### src/rtl/mem_arbiter.sv
// Shares one memory port between the CPU and an external requester (loader or debug port).
// Each access is latched in IDLE and stepped through ACCESS, CAPTURE and DONE. Writes finish
// in ACCESS. Reads hold mem_rd through ACCESS and CAPTURE, load the owner's rdata register at
// the end of CAPTURE, and ack in DONE. The CPU wins ties unless the wait counter has saturated.
//
// Ports
//   clk, rst                  clock; asynchronous active-low reset
//   cpu_req/we/byt/addr/wdata CPU request (level, held until cpu_ack)
//   cpu_rdata, cpu_ack        registered CPU read data, one-cycle completion pulse
//   cpu_stall                 cpu_req & ~cpu_ack (combinational, forced low in reset)
//   ext_*                     external requester, same meaning as the CPU ports
//   mem_addr/wdata/rd/wr/byt  registered memory strobes and payload
//   mem_rdata                 memory read data, sampled during CAPTURE
module mem_arbiter #(
  parameter int unsigned ADDR_W       = 16,
  parameter int unsigned DATA_W       = 16,
  parameter int unsigned RD_LAT       = 1,
  parameter int unsigned EXT_MAX_WAIT = 4
) (
  input  logic              clk,
  input  logic              rst,
  input  logic              cpu_req,
  input  logic              cpu_we,
  input  logic              cpu_byt,
  input  logic [ADDR_W-1:0] cpu_addr,
  input  logic [DATA_W-1:0] cpu_wdata,
  output logic [DATA_W-1:0] cpu_rdata,
  output logic              cpu_ack,
  output logic              cpu_stall,
  input  logic              ext_req,
  input  logic              ext_we,
  input  logic              ext_byt,
  input  logic [ADDR_W-1:0] ext_addr,
  input  logic [DATA_W-1:0] ext_wdata,
  output logic [DATA_W-1:0] ext_rdata,
  output logic              ext_ack,
  output logic [ADDR_W-1:0] mem_addr,
  output logic [DATA_W-1:0] mem_wdata,
  output logic              mem_rd,
  output logic              mem_wr,
  output logic              mem_byt,
  input  logic [DATA_W-1:0] mem_rdata
);

  localparam int unsigned LAT_W  = 3;
  localparam int unsigned WAIT_W = 4;
  localparam logic [LAT_W-1:0]  LAT_LOAD = LAT_W'(RD_LAT);
  localparam logic [WAIT_W-1:0] WAIT_MAX = WAIT_W'(EXT_MAX_WAIT);
  localparam logic OWN_CPU = 1'b0;
  localparam logic OWN_EXT = 1'b1;

  typedef enum logic [1:0] {
    IDLE    = 2'd0,
    ACCESS  = 2'd1,
    CAPTURE = 2'd2,
    DONE    = 2'd3
  } state_e;

  state_e              state_q, state_d;
  logic                owner_q, owner_d;
  logic                we_q, we_d;
  logic                byt_q, byt_d;
  logic [ADDR_W-1:0]   addr_q, addr_d;
  logic [DATA_W-1:0]   wdata_q, wdata_d;
  logic [LAT_W-1:0]    lat_q, lat_d;
  logic [WAIT_W-1:0]   wait_q, wait_d;
  logic [DATA_W-1:0]   cpu_rdata_q, cpu_rdata_d;
  logic [DATA_W-1:0]   ext_rdata_q, ext_rdata_d;
  logic                cpu_ack_q, cpu_ack_d;
  logic                ext_ack_q, ext_ack_d;
  logic                mem_rd_q, mem_rd_d;
  logic                mem_wr_q, mem_wr_d;
  logic                mem_byt_q, mem_byt_d;
  logic [ADDR_W-1:0]   mem_addr_q, mem_addr_d;
  logic [DATA_W-1:0]   mem_wdata_q, mem_wdata_d;

  // Working signals for the next-state block.
  logic                grant_ext;
  logic                mem_act;
  logic                ack_now;
  logic [DATA_W-1:0]   cap_data;

  // State register and all registered outputs.
  always_ff @(posedge clk or negedge rst) begin
    if (!rst) begin
      state_q     <= IDLE;
      owner_q     <= OWN_CPU;
      we_q        <= 1'b0;
      byt_q       <= 1'b0;
      addr_q      <= '0;
      wdata_q     <= '0;
      lat_q       <= '0;
      wait_q      <= '0;
      cpu_rdata_q <= '0;
      ext_rdata_q <= '0;
      cpu_ack_q   <= 1'b0;
      ext_ack_q   <= 1'b0;
      mem_rd_q    <= 1'b0;
      mem_wr_q    <= 1'b0;
      mem_byt_q   <= 1'b0;
      mem_addr_q  <= '0;
      mem_wdata_q <= '0;
    end else begin
      state_q     <= state_d;
      owner_q     <= owner_d;
      we_q        <= we_d;
      byt_q       <= byt_d;
      addr_q      <= addr_d;
      wdata_q     <= wdata_d;
      lat_q       <= lat_d;
      wait_q      <= wait_d;
      cpu_rdata_q <= cpu_rdata_d;
      ext_rdata_q <= ext_rdata_d;
      cpu_ack_q   <= cpu_ack_d;
      ext_ack_q   <= ext_ack_d;
      mem_rd_q    <= mem_rd_d;
      mem_wr_q    <= mem_wr_d;
      mem_byt_q   <= mem_byt_d;
      mem_addr_q  <= mem_addr_d;
      mem_wdata_q <= mem_wdata_d;
    end
  end

  // Next-state logic; outputs are decoded from the next state so they register in step with it.
  always_comb begin
    state_d     = state_q;
    owner_d     = owner_q;
    we_d        = we_q;
    byt_d       = byt_q;
    addr_d      = addr_q;
    wdata_d     = wdata_q;
    lat_d       = lat_q;
    wait_d      = wait_q;
    cpu_rdata_d = cpu_rdata_q;
    ext_rdata_d = ext_rdata_q;
    grant_ext   = 1'b0;
    cap_data    = byt_q ? DATA_W'(mem_rdata[7:0]) : mem_rdata;

    unique case (state_q)
      IDLE: begin
        grant_ext = ext_req && (!cpu_req || (wait_q == WAIT_MAX));
        if (grant_ext) begin
          owner_d = OWN_EXT;
          we_d    = ext_we;
          byt_d   = ext_byt;
          addr_d  = ext_addr;
          wdata_d = ext_wdata;
          lat_d   = LAT_LOAD;
          wait_d  = '0;
          state_d = ACCESS;
        end else if (cpu_req) begin
          owner_d = OWN_CPU;
          we_d    = cpu_we;
          byt_d   = cpu_byt;
          addr_d  = cpu_addr;
          wdata_d = cpu_wdata;
          lat_d   = LAT_LOAD;
          state_d = ACCESS;
          // Count CPU grants that overtook a pending ext request, saturating.
          if (ext_req && (wait_q != WAIT_MAX)) begin
            wait_d = wait_q + WAIT_W'(1);
          end
        end
        if (!ext_req) begin
          wait_d = '0;
        end
      end
      ACCESS: begin
        if (we_q) begin
          state_d = IDLE;
        end else if (lat_q <= LAT_W'(1)) begin
          state_d = CAPTURE;
        end else begin
          lat_d = lat_q - LAT_W'(1);
        end
      end
      CAPTURE: begin
        if (owner_q == OWN_EXT) begin
          ext_rdata_d = cap_data;
        end else begin
          cpu_rdata_d = cap_data;
        end
        state_d = DONE;
      end
      DONE: begin
        state_d = IDLE;
      end
      default: begin
        state_d = IDLE;
      end
    endcase

    // Memory is driven only while a transaction occupies ACCESS or CAPTURE.
    mem_act     = (state_d == ACCESS) || (state_d == CAPTURE);
    mem_wr_d    = (state_d == ACCESS) && we_d;
    mem_rd_d    = mem_act && !we_d;
    mem_byt_d   = mem_act && byt_d;
    mem_addr_d  = mem_act ? addr_d : '0;
    mem_wdata_d = mem_act ? wdata_d : '0;

    // Writes ack in their single ACCESS cycle, reads in DONE.
    ack_now   = ((state_d == ACCESS) && we_d && (state_q == IDLE)) || (state_d == DONE);
    cpu_ack_d = ack_now && (owner_d == OWN_CPU);
    ext_ack_d = ack_now && (owner_d == OWN_EXT);
  end

  assign cpu_rdata = cpu_rdata_q;
  assign ext_rdata = ext_rdata_q;
  assign cpu_ack   = cpu_ack_q;
  assign ext_ack   = ext_ack_q;
  assign mem_rd    = mem_rd_q;
  assign mem_wr    = mem_wr_q;
  assign mem_byt   = mem_byt_q;
  assign mem_addr  = mem_addr_q;
  assign mem_wdata = mem_wdata_q;
  // Stall follows the raw request so the CPU freezes in the very cycle it asks.
  assign cpu_stall = rst & cpu_req & ~cpu_ack_q;

endmodule

### config.mk
export PLATFORM = sky130hd
export DESIGN_NAME = mem_arbiter
export DESIGN_NICKNAME = d
export VERILOG_FILES = /design/src/rtl/mem_arbiter.sv
export SDC_FILE = /design/constraint.sdc
export NUM_CORES = 1
export LEC_CHECK = 0
export CAP_MARGIN = 0
export CORE_MARGIN = 4
export CORE_UTILIZATION = 46
export DETAILED_ROUTE_END_ITERATION = 8
export PLACE_DENSITY = 0.8
export SYNTH_ARGS = -nofsm -noshare
export SYNTH_HDL_FRONTEND = slang
export SYNTH_SLANG_ARGS = --single-unit
export TNS_END_PERCENT = 10
### constraint.sdc
create_clock -name clk -period 3.35 [get_ports clk]
set_clock_uncertainty 0.05 [all_clocks]
set_input_delay 0.67 -clock clk [delete_from_list [all_inputs] [get_ports clk]]
set_output_delay 0.67 -clock clk [all_outputs]
set_load 0.1 [all_outputs]
==> impl_metrics.csv, run 1 <==
group,metric,value,unit
yosys,synth_edf_count,0,
placed_design,io_buffers,157,
finish,final_common_cell,"dfrtp_1",
route,antenna_left,0,
route,wirelength,13000,um
yosys,yosys.area_share.simple,17.4,%
placed_design,gp_routability_congestion,0.798,
finish,final_cell_mix,"113 x dfrtp_1, 86 x clkdlybuf4s50_1, 80 x buf_4",
timing,report.final.hold_viol_count,0,
yosys,syn_inst,437,
yosys,async_reset_ff_share,100,%
worst_setup_path,critPathLaunchType,"flop",
yosys,synth_mux_area_share,3.98,%
placed_design,dp_hpwl,8990,um
route,drt-initial-drc-count,308,
timing,worstMarginPinSlew,1.22,ns
yosys,synth_cell_types,41,
yosys,syn_area,4810,um2
timing,maxSlewViolCount,0,
worst_setup_path,critPathCaptureType,"flop",
finish,instances_no_fill,739,
yosys,synth_compound_area_share,13.7,%
finish,multi_input_area,1770,um2
route,drc,0,
clocking,clock_latency,0.51,ns
worst_setup_path,timing_worst_setup_path_type,"flop to flop",
clocking,htreeDepth,4,
yosys,syn_nets,531,
grt,antenna_found_initial,0,
yosys,seq_area_frac_synth,58.8,%
timing,grt_setup_unrepaired,"false",
timing,relSlewSlack,18.8,%
yosys,synth_xor_area_share,0,%
yosys,synth_warnings,0,
clocking,cts_tree,"yes",
finish,drive_gt1_share,22.6,%
yosys,ys.flop_type,"dfrtp_1",
clocking,cts.sinks,113,
grt,grtUsageTotal,22.2,%
route,wl_per_cell,17.6,um
die,start_util,46.8,%
finish,n_antenna_cell,0,
placed_design,place_ws,0.307,ns
finish,regArea,2830,um2
clocking,root_buffer,"clkbuf_8",
outcome,outcome,"completed",
placed_design,placed_cells,707,
route,drt_first_pass_iters,5,
worst_setup_path,crit_arrival,3.12,ns
clocking,numCtsBuffers,17,
timing,min_period,2.78,ns
die,io_pins,158,
yosys,synthAdderAreaFrac,1.56,%
grt,grt_pass1_vias,4096,
route,vias_per_cell,5.44,
die,dieArea,12200,um2
yosys,synth_top_family_by_area,"simple AND/OR/NAND/NOR gates",
worst_hold_path,hp-class,"primary input to asynchronous set/reset pin",
clocking,cts_buffer_depth,2,
die,chipWidth,110,um
clocking,postCtsSetupBuffers,0,
timing,min_period_over_period,82.9,%
finish,n_fill_cell,782,
timing,setup_viol,0,
worst_setup_path,crit_fanout,14,
die,coreArea,10300,um2
clocking,hold_buffers,0,
clocking,clk_pin_slew,0.05,ns
route,vias,4019,
grt,overflow,0,
timing,setup_ws,0.574,ns
run,cap_violations,0,
timing,fmax,0.360,GHz
finish,layout.nets,684,
die,rows,37,
worst_setup_path,crit_required,3.69,ns
finish,syn_to_final_growth,43.4,%
finish,final_util,67.2,%
grt,grt_pass1_wl,20400,um
timing,fin_setup_tns,0,ns
yosys,ys_seq_elements,113,
die,die_h,110,um
clocking,cts_resized,0,
yosys,syn_avg_cell_area,11.0,um2
grt,grt_max_degree,68,
==> registers in the layout (all words and copies together), names as in the netlist <==
signal / flops
mem_wr: 1
mem_rd: 1
wdata_q: 16
mem_addr: 16
mem_wdata: 16
state_q: 2
lat_q: 3
cpu_rdata: 16
mem_byt: 1
addr_q: 16
ext_rdata: 16
owner_q: 1
byt_q: 1
ext_ack: 1
we_q: 1
wait_q: 4
cpu_ack: 1
==> logic make-up (layout without fill, tap and decap cells) <==
kind of cell	after synthesis	in the layout
AO/OA/AOI/OAI	105	105
adder cells (fa/ha/maj)	6	6
buffers and inverters	41	207
flip-flops	113	113
multiplexers	17	17
AND/OR/NAND/NOR	155	155
==> worst max-delay path, cell delays in order (launching register included) <==
cell     delay [ns]
dfrtp_1        0.39
inv_1          0.09
ha_1           0.14
o21ba_2        0.16
o21ai_0        0.47
o21ai_0        0.30
ha_1           0.68
buf_4          0.30
nor2b_1        0.07
==> cell usage after synthesis (all sizes together), types with 2 or more instances <==
cell    number  share of area [%]
inv          7               0.55
and2b        4               0.62
nor2         6               0.62
nand4b       2               0.49
o211ai      32                5.1
dfrtp      113                 59
clkbuf      13                1.0
nand3b       2               0.31
and2         2               0.26
a21oi        3               0.31
nand2b      10                1.3
nand2       55                4.3
nand4       34                4.4
ha           6                1.6
o21ai       59                6.4
mux2        17                4.0
nand3        6               0.62
buf         21                3.0
nor2b       30                3.9
==> final timing paths <==
kind / startpoint / end / slack, ns / cells past startpoint
hold reg to reg: cpu_rdata[11]$_DFFE_PN0P_ / cpu_rdata[11]$_DFFE_PN0P_ / 0.43 / 2
min in group clk: cpu_rdata[11]$_DFFE_PN0P_ / cpu_rdata[11]$_DFFE_PN0P_ / 0.43 / 2
setup / recovery: lat_q[1]$_DFFE_PN0P_ / mem_wdata[2]$_DFF_PN0_ / 0.57 / 8
max in group asynchronous: rst / wait_q[2]$_DFFE_PN0P_ / 1.79 / 3
hold / removal: rst / wdata_q[1]$_DFF_PN0_ / 0.22 / 2
setup reg to reg: lat_q[1]$_DFFE_PN0P_ / mem_wdata[2]$_DFF_PN0_ / 0.57 / 8
==> layout make-up <==
class,count,share of cell area [%]
Clock buffer,22,6.56
Clock inverter,10,2.28
Inverter,7,0.381
Multi-Input combinational cell,283,25.6
Sequential cell,113,41.0
Tap cell,136,2.47
Timing Repair Buffer,168,21.8
==> per-layer routing <==
layer	vias to the layer above	global-route usage, %	share of wire (%)
met5	-	0	0
met4	0	8.36	1.4
met3	13	5.88	9.0
met2	197	36.3	50
met1	1955	28.4	40
li1	1854	-	-
==> through the flow <==
step                instance area, um2  hold slack [ns]
CTS                               6900            0.218
global placement                  6290            0.415
global route                      6900            0.252
floorplan                         4810            0.324
finish                            6900            0.217
detailed placement                6290            0.423
Power of run 1 is not shown: default switching activity piles up to over one toggle a cycle in this logic, so the estimate is an artifact.
==> run 2, diff against run 1 <==
- CORE_UTILIZATION: 46 -> 42
- PLACE_DENSITY: 0.8 -> 0.77
- clock period: 3.35 -> 2.3 ns (I/O delays scaled with it)
==> run 2 against run 1 <==
  * Critical path depth is 3 lower
  * Routed wire length grew 2.5%
  * First-iteration DRC count is 4.5% higher
  * Global-route usage shrank 1.8 points
  * Highest routed layer unchanged
  * Die area increased by 8.8%
  * Sequential share of layout area decreased by 0.59 points
  * Non-clock buffer count increased by 9
==> impl_metrics.csv, run 2 (same netlist as run 1, synthesis figures left out) <==
group,metric,value,unit
outcome,outcome,"completed",
finish,final_cell_mix,"113 x dfrtp_1, 86 x clkdlybuf4s50_1, 85 x buf_4",
finish,regArea,2830,um2
run,cap_violations,0,
finish,multi_input_area,1770,um2
worst_hold_path,hp-class,"primary input to asynchronous set/reset pin",
clocking,htreeDepth,4,
finish,postLayoutCellArea,7000,um2
finish,layout.nets,693,
clocking,clk_pin_slew,0.06,ns
placed_design,dp_hpwl,9010,um
worst_setup_path,critPathCaptureType,"primary output",
die,dieArea,13200,um2
timing,min_period,2.16,ns
placed_design,gp_routability_congestion,0.851,
timing,grt_setup_unrepaired,"false",
die,chipWidth,115,um
route,drt-initial-drc-count,322,
die,start_util,43.6,%
grt,grtUsageTotal,20.4,%
timing,fmax,0.462,GHz
worst_setup_path,critPathLaunchType,"primary input",
clocking,numCtsBuffers,17,
timing,worstMarginPinSlew,0.633,ns
worst_setup_path,crit_arrival,1.65,ns
grt,top_usage_layer,"met2",
grt,use_met1,27.5,%
grt,met2_usage,31.6,%
clocking,root_buffer,"clkbuf_16",
die,die_h,115,um
route,drc,0,
finish,drive_gt1_share,24.3,%
clocking,clock_latency,0.41,ns
finish,final_util,63.5,%
route,wl_per_cell,17.7,um
timing,min_period_over_period,94.0,%
placed_design,place_ws,-0.191,ns
route,antenna_left,0,
timing,setup_ws,0.137,ns
clocking,cts_tree,"yes",
worst_setup_path,timing_worst_setup_path_type,"primary input to primary output",
worst_setup_path,reg2regPathDepth,8,
grt,antenna_found_initial,0,
route,drt_first_pass_iters,6,
timing,report.final.hold_viol_count,0,
clocking,cts.sinks,113,
timing,fin_setup_tns,0,ns
finish,syn_to_final_growth,45.5,%
die,rows,38,
grt,grt_pass1_vias,4170,
die,coreArea,11000,um2
timing,setup_viol,0,
worst_setup_path,crit_fanout,5,
placed_design,placed_cell_area,6420,um2
grt,grt_max_degree,114,
finish,n_antenna_cell,0,
route,vias,4044,
grt,grt_pass1_wl,21100,um
placed_design,io_buffers,157,
route,wirelength,13300,um
finish,final_common_cell,"dfrtp_1",
grt,overflow,0,
die,io_pins,158,
finish,n_fill_cell,861,
timing,relSlewSlack,57.7,%
timing,maxSlewViolCount,0,
route,vias_per_cell,5.38,
grt,grt_use_met3,7.37,%
clocking,cts_buffer_depth,2,
worst_setup_path,crit_required,1.79,ns
==> run 2: repair_timing <==
action / CTS / global route
hold buffers: 0 / 0
gates resized for setup: 0 / 1
endpoints found under the setup margin: 0 / 11
buffers inserted: 0 / 0
==> run 2: layer usage <==
metal,routed length [um],vias to the layer above
met5,0,-
met4,158,0
met3,1200,18
met2,6260,165
met1,5680,1985
li1,-,1876
==> run 2: cell type report <==
class | instances | share of cell area (%)
flip-flops and latches | 113 | 40.4
multi-input cells | 283 | 25.3
repair buffers | 177 | 23.1
clock buffers | 18 | 6.27
well taps | 140 | 2.50
clock inverters | 14 | 2.04
inverters | 7 | 0.375
==> run 2: per-stage QoR <==
stage                     std cells  hold WS, ns
after floorplan                 437        0.114
after detailed placement        720        0.423
after global routing            752        0.135
after global placement          720        0.416
after CTS                       752        0.131
final                           752       0.0669
==> run 2: worst paths after layout <==
| check | start | endpoint | slack (ns) |
|---|---|---|---|
| worst max-delay path | cpu_req | cpu_stall | 0.14 |
| worst min-delay path | rst | addr_q[15]$_DFF_PN0_ | 0.07 |
| worst max register to register | lat_q[1]$_DFFE_PN0P_ | mem_addr[2]$_DFF_PN0_ | 0.21 |
| worst min register to register | cpu_rdata[10]$_DFFE_PN0P_ | cpu_rdata[10]$_DFFE_PN0P_ | 0.43 |
| max in group asynchronous | rst | wdata_q[8]$_DFF_PN0_ | 1.65 |
| min in group clk | cpu_rdata[10]$_DFFE_PN0P_ | cpu_rdata[10]$_DFFE_PN0P_ | 0.43 |
==> run 2: worst max-delay path, stage by stage <==
cell and delay [ns]:
clkdlybuf4s50_1 0.59, buf_4 0.18, nand2_1 0.09, nor2_2 0.14, buf_12 0.19
Power of run 2 is left out for the same reason.
==> run 3, diff against run 2 <==
- CELL_PAD_IN_SITES_DETAIL_PLACEMENT: unset -> 1
- CELL_PAD_IN_SITES_GLOBAL_PLACEMENT: unset -> 2
- CORE_UTILIZATION: 42 -> 25
- PLACE_DENSITY: 0.77 -> unset
- PLACE_DENSITY_LB_ADDON: unset -> 0.1
- SLEW_MARGIN: unset -> 15
==> run 3 against run 2 <==
  * Core utilization is 25 points lower
  * Sequential share of layout area is 0.96 points lower
  * Fmax up 2.2%
  * Worst setup slack better by 0.047 ns
  * Via count shrank 2.9%
  * Routed wire length up 12%
  * Critical path depth grew 3
  * Cell area is 2.4% higher
  * Register-to-register slack lost 0.03 ns
  * Non-clock buffer count rose by 1
==> impl_metrics.csv, run 3 (same netlist as run 1, synthesis figures left out) <==
group,metric,value,unit
outcome,outcome,"completed",
clocking,root_buffer,"clkbuf_16",
clocking,cts_resized,0,
finish,drive_gt1_share,24.5,%
route,vias,3928,
clocking,cts.sinks,113,
worst_setup_path,crit_arrival,2.36,ns
worst_setup_path,timing_worst_setup_path_type,"flop to flop",
timing,maxSlewViolCount,0,
worst_setup_path,critical_path.cell_chain,"inv_1 -> ha_1 -> o21ba_2 -> o21ai_0 -> o21ai_0 -> ha_1 -> buf_12 -> and2b_1",
run,cap_violations,0,
worst_setup_path,critPathTopFamily,"compound AO/OA/AOI/OAI gates",
timing,report.final.hold_viol_count,0,
worst_setup_path,critPathCaptureType,"flop",
clocking,cts_tree,"yes",
finish,syn_to_final_growth,49.1,%
die,chipWidth,147,um
finish,final_util,38.1,%
placed_design,gp_routability_congestion,0.719,
finish,final_cell_mix,"113 x dfrtp_1, 87 x buf_4, 85 x clkdlybuf4s50_1",
route,drt_first_pass_iters,4,
placed_design,dp_hpwl,10300,um
finish,n_fill_cell,2073,
clocking,cts_buffer_depth,2,
worst_setup_path,path_buf_inv,2,
worst_setup_path,crit_required,2.55,ns
worst_hold_path,hp-class,"primary input to asynchronous set/reset pin",
timing,relSlewSlack,58.4,%
clocking,postCtsSetupBuffers,0,
placed_design,io_buffers,157,
grt,grt_pass1_vias,4477,
finish,final_common_cell,"dfrtp_1",
die,start_util,25.6,%
clocking,numCtsBuffers,17,
timing,fmax,0.473,GHz
clocking,clk_pin_slew,0.05,ns
grt,grt_pass1_wl,24100,um
grt,overflow,0,
worst_setup_path,cp_slowest_cell,"ha_1",
die,coreArea,18800,um2
worst_setup_path,critPathLaunchType,"flop",
timing,worstMarginPinSlew,0.623,ns
route,drt-initial-drc-count,130,
route,antenna_left,0,
finish,layout.nets,694,
worst_setup_path,critPathMaxStageDelay,0.41,ns
timing,min_period,2.12,ns
clocking,htreeDepth,4,
die,rows,50,
clocking,hold_buffers,0,
finish,n_antenna_cell,0,
timing,setup_viol,0,
route,vias_per_cell,4.50,
die,die_h,147,um
route,wl_per_cell,17.1,um
worst_setup_path,crit_fanout,15,
grt,antenna_found_initial,1,
grt,grt_max_degree,114,
timing,grt_setup_unrepaired,"false",
clocking,clock_latency,0.41,ns
die,io_pins,158,
route,drc,0,
route,wirelength,14900,um
die,dieArea,21500,um2
timing,min_period_over_period,92.0,%
grt,grtUsageTotal,14.3,%
[run 3: layout make-up]
cell class | count | area [um2] | share of cell area [%]
Tap cell | 260 | 325 | 4.53
Timing Repair Buffer | 178 | 1610 | 22.4
Clock inverter | 14 | 189 | 2.63
Sequential cell | 113 | 2830 | 39.4
Multi-Input combinational cell | 283 | 1770 | 24.6
Inverter | 7 | 26.3 | 0.366
Clock buffer | 18 | 429 | 5.98
[run 3: final timing paths]
kind,cells after the start,start,slack [ns],end
hold reg to reg,2,ext_rdata[13]$_DFFE_PN0P_,0.43,ext_rdata[13]$_DFFE_PN0P_
min in group clk,2,ext_rdata[13]$_DFFE_PN0P_,0.43,ext_rdata[13]$_DFFE_PN0P_
hold / removal,2,rst,0.12,wait_q[1]$_DFFE_PN0P_
setup / recovery,8,lat_q[1]$_DFFE_PN0P_,0.18,mem_addr[3]$_DFF_PN0_
max in group asynchronous,2,rst,1.63,mem_wdata[2]$_DFF_PN0_
setup reg to reg,8,lat_q[1]$_DFFE_PN0P_,0.18,mem_addr[3]$_DFF_PN0_
[run 3: stage by stage]
step / hold WS (ns) / setup slack (ns) / cells / TNS (ns) / cell area [um2]
2_1_floorplan: 0.114 / -0.0610 / 437 / -0.165 / 4810
3_3_place_gp: 0.415 / 0.143 / 841 / 0 / 6560
3_5_place_dp: 0.424 / 0.104 / 841 / 0 / 6560
4_1_cts: 0.146 / 0.154 / 873 / 0 / 7170
5_1_grt: 0.175 / 0.000386 / 873 / 0 / 7170
6_report: 0.116 / 0.184 / 873 / 0 / 7170
[run 3: routing by layer]
| metal | up-vias | global-route usage, % | wire length (um) |
|---|---|---|---|
| met5 | - | 0 | 7 |
| met4 | 2 | 4.94 | 246 |
| met3 | 18 | 4.19 | 752 |
| met2 | 117 | 22.6 | 7050 |
| met1 | 1907 | 18.7 | 6840 |
| li1 | 1884 | - | - |
Power of run 3 is left out for the same reason.
